<file path="src/rtl/mem_arbiter_pkg.sv">
// rtl/mem_arbiter_pkg.sv - shared widths and read-port owner encoding for mem and mem_arbiter
package mem_arbiter_pkg;

    localparam int DATA_WIDTH_DEF   = 16;
    localparam int ADDR_WIDTH_DEF   = 10;
    localparam int STARVE_LIMIT_DEF = 4;

    typedef enum logic [1:0] {
        OWN_NONE  = 2'd0,
        OWN_FETCH = 2'd1,
        OWN_LS    = 2'd2
    } owner_t;

endpackage

</file>
<file path="src/rtl/mem_arbiter.sv">
// rtl/mem_arbiter.sv - arbitrates fetch and load/store onto mem's read and write ports
module mem_arbiter
    import mem_arbiter_pkg::*;
#(
    parameter int DATA_WIDTH   = DATA_WIDTH_DEF,
    parameter int ADDR_WIDTH   = ADDR_WIDTH_DEF,
    parameter int STARVE_LIMIT = STARVE_LIMIT_DEF
) (
    input  logic                  clk,
    input  logic                  rst_n,
    input  logic                  fetch_req,
    input  logic [ADDR_WIDTH-1:0] fetch_addr,
    output logic                  fetch_ready,
    output logic                  fetch_valid,
    output logic [DATA_WIDTH-1:0] fetch_data,
    input  logic                  ls_req,
    input  logic                  ls_we,
    input  logic [ADDR_WIDTH-1:0] ls_addr,
    input  logic [DATA_WIDTH-1:0] ls_wdata,
    output logic                  ls_ready,
    output logic                  ls_valid,
    output logic [DATA_WIDTH-1:0] ls_rdata,
    output logic [ADDR_WIDTH-1:0] mem_read_addr,
    output logic [ADDR_WIDTH-1:0] mem_write_addr,
    output logic [DATA_WIDTH-1:0] mem_data,
    output logic                  mem_we,
    input  logic [DATA_WIDTH-1:0] mem_q
);

    localparam int             CW    = $clog2(STARVE_LIMIT + 1);
    localparam logic [CW-1:0]  LIMIT = CW'(STARVE_LIMIT);

    owner_t                owner;
    owner_t                next_owner;
    logic [CW-1:0]         starve_cnt;
    logic [ADDR_WIDTH-1:0] rd_addr_q;
    logic [ADDR_WIDTH-1:0] wr_addr_q;
    logic [DATA_WIDTH-1:0] wr_data_q;

    logic store;
    logic load;
    logic fetch;
    logic fetch_forced;
    logic hazard;
    logic load_win;
    logic fetch_win;

    // Requests are masked by rst_n so every ready and the write strobe drop as soon as reset asserts.
    always_comb begin
        store        = rst_n & ls_req & ls_we;
        load         = rst_n & ls_req & ~ls_we;
        fetch        = rst_n & fetch_req;
        fetch_forced = fetch & (starve_cnt == LIMIT);
        hazard       = store & fetch & (fetch_addr == ls_addr);
        load_win     = load & ~fetch_forced;
        fetch_win    = fetch & ~load_win & ~hazard;
    end

    always_comb begin
        next_owner     = OWN_NONE;
        mem_read_addr  = rd_addr_q;
        if (load_win) begin
            next_owner    = OWN_LS;
            mem_read_addr = ls_addr;
        end else if (fetch_win) begin
            next_owner    = OWN_FETCH;
            mem_read_addr = fetch_addr;
        end
        ls_ready       = store | load_win;
        fetch_ready    = fetch_win;
        mem_we         = store;
        mem_write_addr = store ? ls_addr  : wr_addr_q;
        mem_data       = store ? ls_wdata : wr_data_q;
    end

    always_comb begin
        fetch_valid = (owner == OWN_FETCH);
        ls_valid    = (owner == OWN_LS);
        fetch_data  = fetch_valid ? mem_q : '0;
        ls_rdata    = ls_valid    ? mem_q : '0;
    end

    always_ff @(posedge clk or negedge rst_n) begin
        if (!rst_n) begin
            owner      <= OWN_NONE;
            starve_cnt <= '0;
            rd_addr_q  <= '0;
            wr_addr_q  <= '0;
            wr_data_q  <= '0;
        end else begin
            owner <= next_owner;
            if (load_win || fetch_win) begin
                rd_addr_q <= mem_read_addr;
            end
            if (store) begin
                wr_addr_q <= ls_addr;
                wr_data_q <= ls_wdata;
            end
            // Hazard stalls count as starvation too, so a fetch cannot be held off indefinitely.
            if (fetch && !fetch_win) begin
                if (starve_cnt != LIMIT) begin
                    starve_cnt <= starve_cnt + CW'(1);
                end
            end else begin
                starve_cnt <= '0;
            end
        end
    end

endmodule

</file>
<file path="config.mk">
export PLATFORM = sky130hd
export DESIGN_NAME = mem_arbiter
export DESIGN_NICKNAME = d
export VERILOG_FILES = /design/src/rtl/mem_arbiter_pkg.sv /design/src/rtl/mem_arbiter.sv
export SDC_FILE = /design/constraint.sdc
export NUM_CORES = 1
export LEC_CHECK = 0
export BUFFER_PORTS_ARGS = -buffer_cell sky130_fd_sc_hd__buf_4
export CORE_ASPECT_RATIO = 1.5
export CORE_MARGIN = 4
export CORE_UTILIZATION = 47
export DETAILED_ROUTE_END_ITERATION = 16
export PLACE_DENSITY = 0.85
export SYNTH_ARGS = -nofsm -noshare
export SYNTH_HDL_FRONTEND = slang
export SYNTH_SLANG_ARGS = --single-unit
</file>
<file path="constraint.sdc">
create_clock -name clk -period 5.4 [get_ports clk]
set_clock_uncertainty 0.2 [all_clocks]
set_input_delay 0.27 -clock clk [delete_from_list [all_inputs] [get_ports clk]]
set_output_delay 0.27 -clock clk [all_outputs]
set_load 0.01 [all_outputs]
</file>
==> run summary <==
For this design the total switching power over the nets is 0.2457 mW. TritonCTS built the clock tree. Clock latency on the worst-skew pair, taken at its later pin, is 0.29 ns. The logs give 0 for the final hold violation count and 1 for the hold buffer count at CTS.

Once the floorplan was initialized, standard cells occupied 49.09% of the core. Buffer type at the clock tree root: sky130_fd_sc_hd__clkbuf_8. STA classifies the critical path startpoint as an input pin. The worst hold path belongs to the class in2reg. VDD sags by at most 0.2316 mV. Gates resized during post-CTS repair numbered 0. Dividing the detail-routed wire length by the instance count gives 15.59 um. The synthesized design devotes to its leading area cell type 46.02% of total area. The final hold slack was 0.01472 ns; the post-CTS setup repair buffer count was 0. The number of vias in the routed layout is 2036. The number of sinks handled by clock tree synthesis was 41. The HPWL after detailed placement is 4619 um.

The die covers 0.005932 sq mm. The flow ran to the end, and the final reports show no timing, DRC or antenna violations. The logs give 0 for the number of nets still failing antenna checks after routing and 0 for the max-slew violation total from the final report. The synthesized design contains 0 enable-type register cells. Walking the worst path, the cells encountered are dlygate4sd3_1 -> buf_4 -> nand3_1 -> nor4_2 -> and4b_1 -> a221o_1 -> buf_4.

The layout overhead on the synthesized area is 48.93%, and the critical path data required time is 4.93 ns. Cells with a size suffix above 1 make up 46.86% of the layout. The worst hold path terminates at wr_data_q[13]$_DFF_PN0_.

For this design the static power due to leakage is 1.669 nW. In the routed design, unresolved DRC markers number 0. Sorting the synthesized cells by how often they occur yields sky130_fd_sc_hd__and2_1, sky130_fd_sc_hd__dfrtp_1, sky130_fd_sc_hd__a221o_1, sky130_fd_sc_hd__mux2_1. Global routing finished with a remaining overflow of 0. The delay of the slowest cell on the worst path is 0.71 ns. The final period demand of the worst path was 3.398 ns; the wire length of the first global-routing pass was 9377 um. The switching fraction of total power is 29.17%, and the final cycle utilization of the critical path is 62.92%. End of the worst register-to-register path: rd_addr_q[8]$_DFFE_PN0P_. Pin placement for this block handled 130 I/O pins.

For this run, the total global-route usage over all layers was measured as 19.89%. The average instance in the mapped netlist occupies 11.73 sq um. The final total power was 0.8423 mW; the maximum number of pins on one net before global-route repair was 46.

Sequential cells account for 44.7% of the total power. For the via count of the first global-routing pass, the log shows 2103. The primary flip-flop cell chosen by synthesis mapping was sky130_fd_sc_hd__dfrtp_1. By instance count, the leading cell after synthesis is sky130_fd_sc_hd__and2_1.

The cell count of the worst reg-to-reg path works out to 6. The number of nets handed over by synthesis was 249. The die width came out at 64.24 um. Yosys printed 0 warnings. In this run, synthesis produced a sequential element count of 41. Yosys attributes the largest share of cell area to sky130_fd_sc_hd__dfrtp_1, sky130_fd_sc_hd__and2_1, sky130_fd_sc_hd__mux2_1. Among the stages of the critical path, the cell type that occurs most often is sky130_fd_sc_hd__buf_4.

The tools report the kind of end point of the critical path as an output pin. The total area inside the core boundary comes to 0.004542 sq mm. The cell accounting for the most synthesized area is sky130_fd_sc_hd__dfrtp_1. The number of I/O port buffers was 129; the sequential cell area fraction in the yosys report was 46.02%. The clock tree buffer depth was 2.

The tools report the post-synthesis cell count as 190. For this design, the slowest cell found on the critical path is sky130_fd_sc_hd__and4b_1. The number of setup violations in the final report is 0, and the utilization of the core after routing is 73.11%. In this run, distinct cell masters in the synthesized netlist total 28. Along the worst hold path, the cell count comes to 2. For the starting DRC count in detailed routing, the log shows 66. The cell row count was 30; the setup slack of the most critical reg-to-reg path was 2.96 ns. Combinational cells account for 32.3% of the total power. For this run, the post-layout net count is 376. Internal cell power: 0.5966 mW. H-tree depth reported by CTS: 2.

Dividing the detail-routed via count by the number of cells gives 5.330. For the pin with the worst max-slew slack, the measured transition is 0.9354 ns. The final layout contains routed wiring with a total length of 5955 um. Before CTS, the worst setup slack after placement is 2.526 ns.

The tools report the highest clock rate as 294.3 MHz. TritonCTS created 5 clock buffers. After clock tree synthesis, the clock-pin slew on the worst setup and hold paths is 0.08 ns. Path type of the worst setup path: in2out. The placer congestion estimate came out at 0.8427. The clock network is responsible for 23.0% of the overall power.

Power spread over the standard cell area amounts to 253.6 mW/mm^2. The tools report the number of antenna violations at the first check in global routing as 0. The tools report the origin of the worst min-delay path as ls_wdata[13]. For the final routed database, the setup TNS stands at 0 ns. The launch instance of the worst register-to-register path was starve_cnt[0]$_DFFE_PN0P_.

Of all flip-flops after synthesis, the portion carrying an async set or reset was 100.0%. Setup repair after global routing left no endpoint under its margin. The data arrival time at the worst-slack endpoint was 2.93 ns. The detailed-routing iteration count for the pre-antenna-repair pass was 4.

The worst pin sits at a relative slew slack of 37.64%. The critical-path maximum fanout came out at 45. After synthesis the cells add up to 0.002230 sq mm. The repair_antennas step left the layout with diodes totalling 0. Setup slack on the critical path of the routed design comes to 2.002 ns. The floorplan die height came out at 92.36 um. The total of max-cap violations came out at 0.
[worst max-delay path: cells and delay by family]
kind                   cells  cell delay [ns]
AO/OA/AOI/OAI              1             0.27
buffers and inverters      3             1.11
AND/OR/NAND/NOR            3             1.27
[cell families after synthesis]
| logic type | after synthesis | share of synthesized area, % |
|---|---|---|
| multiplexers | 27 | 13.58 |
| AO/OA/AOI/OAI | 36 | 14.59 |
| AND/OR/NAND/NOR | 59 | 17.12 |
| buffers and inverters | 14 | 3.255 |
| flip-flops | 41 | 46.02 |
| XOR/XNOR | 11 | 4.321 |
| adder cells (fa/ha/maj) | 2 | 1.122 |
[placed cells by master, fill, tap and decap left out, types with 2 or more instances in the layout]
master | Yosys | routed
sky130_fd_sc_hd__buf_4 | 0 | 130
sky130_fd_sc_hd__and2_1 | 44 | 44
sky130_fd_sc_hd__dfrtp_1 | 41 | 41
sky130_fd_sc_hd__a221o_1 | 20 | 20
sky130_fd_sc_hd__mux2_1 | 18 | 18
sky130_fd_sc_hd__xor2_1 | 10 | 10
sky130_fd_sc_hd__a22o_1 | 10 | 10
sky130_fd_sc_hd__mux2_2 | 8 | 8
sky130_fd_sc_hd__clkbuf_8 | 0 | 5
sky130_fd_sc_hd__inv_1 | 3 | 3
sky130_fd_sc_hd__nor2b_1 | 3 | 3
sky130_fd_sc_hd__a211oi_1 | 3 | 3
sky130_fd_sc_hd__nand3_1 | 2 | 2
sky130_fd_sc_hd__nand2_1 | 2 | 2
sky130_fd_sc_hd__nor4_2 | 2 | 2
sky130_fd_sc_hd__ha_1 | 2 | 2
sky130_fd_sc_hd__clkinv_2 | 0 | 2
[metal layers]
layer  vias up  share of wire, %  global-route usage, %
met3        11                13                  8.131
met4         0               1.9                  8.466
met1       964                33                  18.93
li1        942                 -                      -
met5         -                 0                      0
met2       119                52                  36.67
[final cells by class]
class                           count  area (sq um)
Inverter                            3         11.26
Timing Repair Buffer              131         985.9
Clock buffer                        5         68.82
Fill cell                         346          1221
Multi-Input combinational cell    135          1131
Clock inverter                      3         17.52
Tap cell                           64         80.08
Sequential cell                    41          1026
[registers in the layout, indices dropped and copies added (netlist names)]
register and cells:
wr_addr_q 10, wr_data_q 16, rd_addr_q 10, owner 2
starve_cnt 3
[how the worst max path moves through the flow]
| stage | slack (ns) | end | from | cells past startpoint |
|---|---|---|---|---|
| final | 2.00 | mem_read_addr[4] | rst_n | 7 |
| after CTS | 1.97 | mem_read_addr[3] | rst_n | 7 |
| after floorplan | 3.32 | mem_read_addr[0] | starve_cnt[0]$_DFFE_PN0P_ | 7 |
| after detailed placement | 2.53 | mem_read_addr[1] | rst_n | 6 |
| after global placement | 2.57 | mem_read_addr[1] | rst_n | 5 |
| after global routing | 1.79 | mem_read_addr[9] | rst_n | 7 |
[metrics by stage]
step           cell area (sq um)  instances
6_report                    3321        382
3_5_place_dp                3224        373
3_3_place_gp                3224        373
5_1_grt                     3321        382
4_1_cts                     3321        382
2_1_floorplan               2230        190
[power groups by stage]
stage               combinational [mW]  clock, mW  sequential, mW
floorplan                        0.128          0           0.374
global placement                 0.268          0           0.379
detailed placement               0.273          0           0.381
CTS                              0.275      0.199           0.375
global route                     0.295      0.214           0.380
finish                           0.272      0.194           0.376
(Power assumes the default switching activity.)
